$ cat src/rtl/seq_det_prog.sv
// Serial pattern detector with a run-time programmable PAT_LEN-bit pattern.
// Overlap mode is selectable, and a saturating detection counter is included.
module seq_det_prog #(
    parameter int                 PAT_LEN = 4,
    parameter logic [PAT_LEN-1:0] PATTERN = 4'b1011,
    parameter int                 CNT_W   = 8
) (
    input  logic                         clock,
    input  logic                         reset,
    input  logic                         seq_in,
    input  logic                         seq_valid,
    input  logic                         overlap_en,
    input  logic                         pat_load,
    input  logic [PAT_LEN-1:0]           pat_in,
    input  logic                         cnt_clr,
    output logic                         det_o,
    output logic [CNT_W-1:0]             det_count,
    output logic                         cnt_sat,
    output logic [$clog2(PAT_LEN+1)-1:0] fill
);
    localparam int               FW   = $clog2(PAT_LEN + 1);
    localparam logic [FW-1:0]    FULL = FW'(PAT_LEN);
    localparam logic [CNT_W-1:0] CMAX = '1;

    logic [PAT_LEN-1:0] pat_q, hist_q, hist_sh;
    logic [FW-1:0]      fill_q, fill_sh;
    logic [CNT_W-1:0]   cnt_q, cnt_d;
    logic               det_q, sat_q, match;

    always_comb begin
        hist_sh = {hist_q[PAT_LEN-2:0], seq_in};
        fill_sh = (fill_q == FULL) ? FULL : fill_q + 1'b1;
        // A load in the same cycle discards the incoming bit, so it can never match.
        match   = seq_valid && !pat_load && (fill_sh == FULL) && (hist_sh == pat_q);
        cnt_d   = (match && (cnt_q != CMAX)) ? cnt_q + 1'b1 : cnt_q;
    end

    always_ff @(posedge clock) begin
        if (reset) begin
            pat_q  <= PATTERN;
            hist_q <= '0;
            fill_q <= '0;
            det_q  <= 1'b0;
            cnt_q  <= '0;
            sat_q  <= 1'b0;
        end else begin
            det_q <= match;
            if (pat_load) begin
                pat_q  <= pat_in;
                hist_q <= '0;
                fill_q <= '0;
            end else if (seq_valid) begin
                if (match && !overlap_en) begin
                    hist_q <= '0;
                    fill_q <= '0;
                end else begin
                    hist_q <= hist_sh;
                    fill_q <= fill_sh;
                end
            end
            if (cnt_clr) begin
                cnt_q <= '0;
                sat_q <= 1'b0;
            end else begin
                cnt_q <= cnt_d;
                sat_q <= (cnt_d == CMAX);
            end
        end
    end

    assign det_o     = det_q;
    assign det_count = cnt_q;
    assign cnt_sat   = sat_q;
    assign fill      = fill_q;
endmodule
$ cat config.mk
export PLATFORM = sky130hd
export DESIGN_NAME = seq_det_prog
export DESIGN_NICKNAME = d
export VERILOG_FILES = /design/src/rtl/seq_det_prog.sv
export SDC_FILE = /design/constraint.sdc
export NUM_CORES = 1
export LEC_CHECK = 0
export CAP_MARGIN = 20
export CELL_PAD_IN_SITES_DETAIL_PLACEMENT = 0
export CELL_PAD_IN_SITES_GLOBAL_PLACEMENT = 1
export CORE_AREA = 8 8 68 70
export DETAILED_ROUTE_END_ITERATION = 8
export DIE_AREA = 0 0 76 78
export GPL_TIMING_DRIVEN = 0
export PLACE_DENSITY_LB_ADDON = 0.15
export SLEW_MARGIN = 20
export SYNTH_ARGS = -nofsm -noshare
export SYNTH_HDL_FRONTEND = slang
export SYNTH_SLANG_ARGS = --single-unit
$ cat constraint.sdc
create_clock -name clock -period 2 [get_ports clock]
set_clock_uncertainty 0.1 [all_clocks]
set_input_delay 0.3 -clock clock [delete_from_list [all_inputs] [get_ports clock]]
set_output_delay 0.3 -clock clock [all_outputs]
set_load 0.1 [all_outputs]
# After elaboration in Yosys (flattened, before gate mapping)
# Index checks and enable logic that the tools add are counted.
[totals] ff_bits=20 out_inout_bits=13 elab_cells=26
[classes] n_addsub=2 eq_ne=5 mux=4 n_reduce_logical=9
[ops] cell="3-bit two-way mux" count=3
[ops] cell="8-bit by 1-bit adder with 8-bit output, second input constant" count=1
[ops] cell="8-bit == test, second input constant" count=1
[ops] cell="8-bit two-way mux" count=1
[ops] cell="8-bit inequality test, second input constant" count=1
[ops] cell="3-bit == test, second input constant" count=2
[ops] cell="1-bit logical AND" count=5
[ops] cell="4-bit == test" count=1
[ops] cell="2-bit OR reduction" count=2
[ops] cell="3-bit by 1-bit adder with 3-bit output, second input constant" count=1
[ops] cell="1-bit zero test" count=2

# Longest topological paths before layout
# Gate-level depths: netlist of run 1.
[logic_depth] depth_word=8 ltp_mapped=9 ltp_nobuf=8

# Least setup slack after synthesis of run 1
# Ideal clock, no wire load.
[synth_path] path_type="reg2reg" from="reg fill_q[0] (netlist: fill[0])" to="reg sat_q (netlist: cnt_sat)" t_arrival_ns=2.554 t_required_ns=1.774 slack_ns=-0.780 stages_incl_launch_ff=8 path_buffers=0 synth_period_minus_slack_ns=2.780 cell_sequence="dfxtp_1 inv_1 ha_1 o21ai_0 nor4b_4 mux2_4 nor3b_1 nor4b_2"
[synth_between] elab_chain_len=8 elab_cells_between_ends=9 classes_between="1 x add/sub; 3 x eq/ne; 2 x mux; 3 x reduce/logical"
[synth_rtl] item="start: declaration" line="26" text="logic [FW-1:0] fill_q, fill_sh;"
[synth_rtl] item="start signal: assignment" line="58" text="fill_q <= fill_sh;"
[synth_rtl] item="3-bit by 1-bit adder with 3-bit output or 3-bit == test (tied branches)" line="32" text="fill_sh = (fill_q == FULL) ? FULL : fill_q + 1'b1;"
[synth_rtl] item="3-bit two-way mux (*)" line="32"
[synth_rtl] item="3-bit == test (*)" line="34" text="match = seq_valid && !pat_load && (fill_sh == FULL) && (hist_sh == pat_q);"
[synth_rtl] item="1-bit logical AND (*) (2 in a row)" line="34"
[synth_rtl] item="1-bit logical AND (*)" line="35" text="cnt_d = (match && (cnt_q != CMAX)) ? cnt_q + 1'b1 : cnt_q;"
[synth_rtl] item="8-bit two-way mux (*)" line="35"
[synth_rtl] item="8-bit == test (*)" line="66" text="sat_q <= (cnt_d == CMAX);"
[synth_rtl] item="end signal: assignment" line="66"
[synth_rtl] item="end: declaration" line="28" text="logic det_q, sat_q, match;"
# Mark *: on every way between the ends. The rest lies on a longest branch, timed or not.
# A chain may end at the register's enable or synchronous reset.

# Worst setup path in the final report of run 1
[layout_path] from="in seq_in" to="reg sat_q (netlist: cnt_sat)"
[layout_between] elab_chain_len=5
[layout_rtl] item="start: declaration" line="10" text="input logic seq_in,"
[layout_rtl] item="4-bit == test" line="34"
[layout_rtl] item="1-bit logical AND" line="34"
[layout_rtl] item="1-bit logical AND" line="35"
[layout_rtl] item="8-bit two-way mux" line="35"
[layout_rtl] item="8-bit == test" line="66"
# Every way passes these cells.

==> results.sh, run 1 <==
export IMPL_cts_tree="built"
export IMPL_drtIter0Drc=29
export IMPL_worstPathMaxFanout=8
export IMPL_diodes=0
export IMPL_required_ns=2.10
export IMPL_postSynthCellCount=138
export IMPL_cts_sink_count=20
export IMPL_worstSetupStartpoint="seq_in"
export IMPL_pwr_share_comb_pct=10.2
export IMPL_die_y_um=78
export IMPL_finalHoldViolCount=0
export IMPL_grt_pass1_vias=1088
export IMPL_layout_drive_gt1_share_pct=23.64
export IMPL_r2r_worst_path_cells=9
export IMPL_slew_violations=0
export IMPL_clkPwrFrac_pct=36.5
export IMPL_start_util_pct=32.14
export IMPL_ir_worst_vdd_uv=173.0
export IMPL_arrival_ns=2.15
export IMPL_violations="setup timing"
export IMPL_finalSetupTns_ns=-0.04874
export IMPL_drv_cap=0
export IMPL_antenna_found_initial=0
export IMPL_dieWidth_um=76
export IMPL_hpwl_um=2134
export IMPL_dp_cells=208
export IMPL_switchingPower_uw=174.4
export IMPL_path_clk_slew_ns=0.13
export IMPL_grt_use_total_pct=9.522
export IMPL_timing_final_crit_share_pct=102.4
export IMPL_cp_end_kind="flip-flop"
export IMPL_synth_top_cell_by_area="dfxtp_1"
export IMPL_rsz0062_at_grt="yes"
export IMPL_seqPwrFrac_pct=53.3
export IMPL_synth_top_area_share_pct=35.09
export IMPL_first_pass_iters=4
export IMPL_drc=0
export IMPL_vias=1057
export IMPL_p_int_uw=594.9
export IMPL_via_per_inst=4.962
export IMPL_syn_mean_instance_area_um2=8.269
export IMPL_root_buffer="clkbuf_4"
export IMPL_grt_start_max_net_pins=13
export IMPL_ant_nets=0
export IMPL_core_um2=3551
export IMPL_synth_edf_count=0
export IMPL_whs_ns=0.1716
export IMPL_r2r_start="fill[1]"
export IMPL_fp_row_count=22
export IMPL_synth_ff_type="dfxtp_1"
export IMPL_dieArea_um2=5928
export IMPL_synth_cell_area_um2=1141
export IMPL_criticalPathCategory="primary input to flip-flop"
export IMPL_htree_num_levels=1
export IMPL_ff2ff_setup_slack_ns=-0.05
export IMPL_critPathLaunchType="primary input"
export IMPL_grt_pass1_wl_um=4774
export IMPL_cts_hold_buffers=0
export IMPL_worst_slack_ns=-0.04874
export IMPL_worstSkewPairLatency_ns=0.30
export IMPL_ys_top_cells_by_area="dfxtp_1 35%, a21oi_1 4.8%, nand3_1 4.4%, xor2_1 3.8%, nand2_1 3.6%"
export IMPL_ys_ff_latch=20
export IMPL_powerDensity_nw_per_um2=491.5
export IMPL_worst_slew_margin_rel_pct=34.84
export IMPL_period_minus_slack_ns=2.049
export IMPL_yosys_warnings=0
export IMPL_ys_seq_area_share_pct=35.09
export IMPL_synthesis_nets=152
export IMPL_final_net_count=180
export IMPL_p_leak_nw=0.5787
export IMPL_tightest_slew_ns=0.9813
export IMPL_max_freq_mhz=488.1
export IMPL_syn2layout_area_growth_pct=37.17
export IMPL_routed_wirelength_um=2785
export IMPL_wl_per_cell_um=13.08
export IMPL_io_pins=24
export IMPL_cp_endpoint="cnt_sat"
export IMPL_cts_buffers=3
export IMPL_status="finished, violations left"
export IMPL_cts_buffer_depth=2
export IMPL_switching_share_pct=22.67
export IMPL_gr_total_overflow=0
export IMPL_final_cell_count_no_fill=213
export IMPL_synthArstFlopShare_pct=0
export IMPL_regToRegEndpoint="cnt_sat"
export IMPL_ys_types=36
export IMPL_setup_viol=1
export IMPL_port_buffers=22
export IMPL_hp_class="primary input to flip-flop"
export IMPL_place_congestion=0.8088
==> worst max-delay path, cell delays in order <==
cell and delay [ns]:
clkdlybuf4s50_1 0.50, xnor2_1 0.13, nand3_1 0.16, nor4b_4 0.31, buf_6 0.16, mux2_4 0.31, nor3b_4 0.21, nor4b_4 0.07
==> synth_stat cells (4+ instances only) <==
cell and n:
xor2_1 5, nor2_1 10, a21oi_1 11, nand3_1 10, xnor2_1 4, nand2_1 11, dfxtp_1 20, nand2b_1 5
a31oi_1 5, clkbuf_1 6, inv_1 5, nor3_1 4, nor2b_1 4
==> per-layer routing <==
| layer | global-route usage, % | wire length (um) | share of wire [%] |
|---|---|---|---|
| met5 | 0 | 0 | 0 |
| met4 | 3.529 | 23 | 0.83 |
| met3 | 2.995 | 144 | 5.2 |
| met2 | 17.65 | 1426 | 51 |
| met1 | 9.772 | 1190 | 43 |
==> per-stage QoR <==
step	instance area, um^2	utilization [%]	total power [mW]	worst slack (ns)
2_1_floorplan	1209	-	0.4663	-0.1523
5_1_grt	1565	44.08	0.8153	-0.1442
3_3_place_gp	1489	41.93	0.4974	-0.4761
6_report	1565	44.08	0.7693	-0.04874
4_1_cts	1536	43.27	0.7883	-0.07045
3_5_place_dp	1489	41.93	0.4989	-0.5053
==> state kept, by name, summed over array words and instances (netlist names) <==
name and cells:
cnt_sat 1, det_count 8, det_o 1, fill 3
hist_q 3, pat_q 4
==> what timing repair did <==
action,CTS,global route
endpoints found under the hold margin,0,0
resized for setup,18,12
setup endpoints to repair,26,15
setup buffers,1,0
pin swaps,1,0
==> worst min-delay path by stage <==
stage	startpoint	to	slack [ns]	depth (start not counted)
finish	pat_load	pat_q[3]	0.17	2
global route	pat_load	pat_q[0]	0.17	2
CTS	pat_load	pat_q[3]	0.16	2
detailed placement	hist_q[0]	hist_q[0]	0.40	2
global placement	hist_q[2]	hist_q[2]	0.37	2
floorplan	reset	det_o	0.27	1
==> area by class of cell <==
cell class / count / area [um^2]
buffer: 9 / 42.54
clock buffer: 4 / 47.55
fill: 372 / 1986
inverter: 5 / 21.27
multi-input combinational: 104 / 757.0
sequential: 20 / 421.7
tap: 48 / 60.06
timing repair buffer: 23 / 215.2
==> cells in the final DEF (no fill, tap or decap), drive strengths merged, types with 3 or more instances in the layout <==
| cell type | synthesis | layout |
|---|---|---|
| and2 | 3 | 3 |
| xor2 | 5 | 5 |
| ha | 3 | 3 |
| nor2 | 10 | 10 |
| a31oi | 5 | 5 |
| clkdlybuf4s50 | 0 | 9 |
| nand2b | 5 | 5 |
| a211o | 3 | 3 |
| xnor2 | 4 | 4 |
| nor2b | 4 | 4 |
| clkbuf | 7 | 13 |
| buf | 2 | 3 |
| inv | 5 | 5 |
| a21oi | 11 | 11 |
| nor4b | 3 | 3 |
| mux2i | 3 | 3 |
| o21ai | 3 | 3 |
| clkdlybuf4s15 | 0 | 5 |
| nor3 | 4 | 4 |
| dfxtp | 20 | 20 |
| nand4 | 3 | 3 |
| dlygate4sd2 | 0 | 6 |
| nand3 | 10 | 10 |
| nand2 | 11 | 11 |
==> logic make-up (layout without fill, tap and decap cells) <==
| logic type | Yosys count | count (layout) | share of synthesized area (%) |
|---|---|---|---|
| simple gates | 64 | 64 | 32.79 |
| compound gates | 24 | 24 | 12.61 |
| buf+inv | 14 | 41 | 5.372 |
| fa+ha+maj | 3 | 3 | 3.290 |
| flops | 20 | 20 | 35.09 |
| mux | 4 | 4 | 3.947 |
| xor+xnor | 9 | 9 | 6.907 |
==> power by group through the flow <==
stage | Clock (mW) | Sequential, mW | Combinational [mW]
final | 0.281 | 0.410 | 0.0787
after global routing | 0.317 | 0.412 | 0.0870
after CTS | 0.299 | 0.410 | 0.0794
after detailed placement | 0 | 0.419 | 0.0797
after global placement | 0 | 0.419 | 0.0787
after floorplan | 0 | 0.427 | 0.0392
No activity file was read; power rests on OpenSTA's default activity.
==> inputs of run 2 (changes only) <==
==> constraint.sdc (replaced) <==
create_clock -name clock -period 2 [get_ports clock]
set_clock_uncertainty 0.1 [all_clocks]
set_input_delay 0.2 -clock clock [delete_from_list [all_inputs] [get_ports clock]]
set_output_delay 0.2 -clock clock [all_outputs]
set_load 0.1 [all_outputs]
==> run 2 against run 1 <==
Against the previous run:
- the flow still finishes with violations (setup timing)
- worst hold slack worse by 0.10 ns
- first-iteration DRC count down 3.4%
- non-clock buffer count unchanged
- total power hardly changed
- fmax is essentially flat
- global-route usage stayed put
- wire length is 0.11% higher
- via count unchanged
- register-to-register slack hardly changed
- core utilization did not move
- critical path type is now flip-flop to flip-flop
- largest cell class unchanged
- largest power group unchanged
- highest routed layer unchanged
==> results.sh, run 2 (synthesized netlist as in run 1, its figures left out) <==
export IMPL_root_buffer="clkbuf_4"
export IMPL_fillers=373
export IMPL_finalHoldViolCount=0
export IMPL_vias=1057
export IMPL_worstSkewPairLatency_ns=0.30
export IMPL_placed_area_um2=1489
export IMPL_diodes=0
export IMPL_hp_class="primary input to flip-flop"
export IMPL_drc=0
export IMPL_final_net_count=180
export IMPL_finalInstanceArea_um2=1565
export IMPL_rsz0062_at_grt="yes"
export IMPL_gr_total_overflow=0
export IMPL_grt_use_total_pct=9.522
export IMPL_arrival_ns=2.15
export IMPL_cts_tree="built"
export IMPL_layout_drive_gt1_share_pct=21.82
export IMPL_required_ns=2.10
export IMPL_first_pass_iters=4
export IMPL_antenna_found_initial=0
export IMPL_grt_pass1_wl_um=4774
export IMPL_port_buffers=22
export IMPL_io_pins=24
export IMPL_grt_start_max_net_pins=13
export IMPL_drv_cap=0
export IMPL_cts_buffers=3
export IMPL_worstPathMaxFanout=8
export IMPL_criticalPathCategory="flip-flop to flip-flop"
export IMPL_htree_num_levels=1
export IMPL_via_per_inst=4.962
export IMPL_fp_row_count=22
export IMPL_place_congestion=0.8088
export IMPL_largest_reg_flops=8
export IMPL_timing_final_crit_share_pct=102.4
export IMPL_ir_worst_vdd_uv=173.0
export IMPL_syn2layout_area_growth_pct=37.17
export IMPL_p_leak_nw=0.6044
export IMPL_core_um2=3551
export IMPL_worst_slew_margin_rel_pct=34.86
export IMPL_max_freq_mhz=488.2
export IMPL_start_util_pct=32.14
export IMPL_grt_pass1_vias=1088
export IMPL_powerDensity_nw_per_um2=491.3
export IMPL_cp_end_kind="flip-flop"
export IMPL_place_ws_ns=-0.4053
export IMPL_die_y_um=78
export IMPL_cts_sink_count=20
export IMPL_dieArea_um2=5928
export IMPL_slew_violations=0
export IMPL_final_cell_mix="13 x dlygate4sd2_1, 11 x nand2_1, 11 x a21oi_1"
export IMPL_violations="setup timing"
export IMPL_ant_nets=0
export IMPL_status="finished, violations left"
export IMPL_worst_slack_ns=-0.04850
export IMPL_tightest_slew_ns=0.9810
export IMPL_cts_buffer_depth=2
export IMPL_final_common_cell="dlygate4sd2_1"
export IMPL_routed_wirelength_um=2788
export IMPL_critPathLaunchType="flip-flop"
export IMPL_period_minus_slack_ns=2.049
export IMPL_path_clk_slew_ns=0.13
export IMPL_wl_per_cell_um=13.09
export IMPL_drtIter0Drc=28
export IMPL_dieWidth_um=76
export IMPL_hpwl_um=2134
export IMPL_setup_viol=1
[run 2: area by class of cell]
| class | instances | area (um^2) | area share, % |
|---|---|---|---|
| sequential | 20 | 421.7 | 26.94 |
| buffer | 9 | 42.54 | 2.718 |
| inverter | 5 | 21.27 | 1.359 |
| clock buffer | 4 | 47.55 | 3.038 |
| multi-input combinational | 104 | 757.0 | 48.36 |
| timing repair buffer | 23 | 215.2 | 13.75 |
| tap | 48 | 60.06 | 3.837 |
[run 2: metrics by stage]
| stage | total power, mW | hold WS (ns) | TNS (ns) | std cells | util [%] |
|---|---|---|---|---|---|
| after floorplan | 0.4663 | 0.1716 | -0.6834 | 138 | - |
| after global placement | 0.4974 | 0.3740 | -3.041 | 208 | 41.93 |
| after detailed placement | 0.4989 | 0.3910 | -3.057 | 208 | 41.93 |
| after CTS | 0.7883 | 0.05747 | -0.07045 | 213 | 43.13 |
| after global routing | 0.8151 | 0.06893 | -0.4374 | 213 | 44.08 |
| final | 0.7690 | 0.07161 | -0.04850 | 213 | 44.08 |
[run 2: timing repair]
item                                    CTS  global route
endpoints found under the setup margin   26             9
setup buffers                             1             0
resized for setup                        14             6
hold buffers                              0             0
pin swaps                                 1             0
[run 2: path summary, 6_finish.rpt]
path | endpoint | cells after the start | start | slack (ns)
worst min-delay path | pat_q[3] | 2 | pat_load | 0.07
worst min register to register | hist_q[1] | 2 | hist_q[0] | 0.40
worst max register to register | cnt_sat | 9 | fill[1] | -0.05
worst max-delay path | cnt_sat | 9 | fill[1] | -0.05
[run 2: worst max-delay path, cell delays in order (launching register included)]
cell and delay [ns]:
dfxtp_4 0.38, inv_2 0.07, ha_4 0.13, nand3b_1 0.13
o2111ai_2 0.14, nor4b_4 0.24, buf_6 0.16, mux2_4 0.31
nor3b_4 0.21, nor4b_4 0.07
[run 2: layer usage]
metal / vias to the layer above / GRT usage (%) / part of all wire, % / routed length, um
li1: 534 / - / - / -
met1: 507 / 9.772 / 43 / 1194
met2: 14 / 17.65 / 51 / 1430
met3: 2 / 2.995 / 5.0 / 139
met4: 0 / 3.529 / 0.82 / 23
met5: - / 0 / 0 / 0
[run 2: report_power, final]
part	switching [mW]	internal [mW]	total, mW
clock	0.128	0.152	0.281
combinational	0.0388	0.0397	0.0785
sequential	0.00704	0.403	0.410
total	0.174	0.595	0.769
==> inputs of run 3 (changes only) <==
--- a/config.mk
+++ b/config.mk
@@ -5,6 +5,7 @@
 export SDC_FILE = /design/constraint.sdc
 export NUM_CORES = 1
 export LEC_CHECK = 0
+export ABC_AREA = 0
 export CAP_MARGIN = 20
 export CELL_PAD_IN_SITES_DETAIL_PLACEMENT = 0
 export CELL_PAD_IN_SITES_GLOBAL_PLACEMENT = 1
==> results of run 3 <==
Final layout, timing and power as in run 2 (identical DEF).
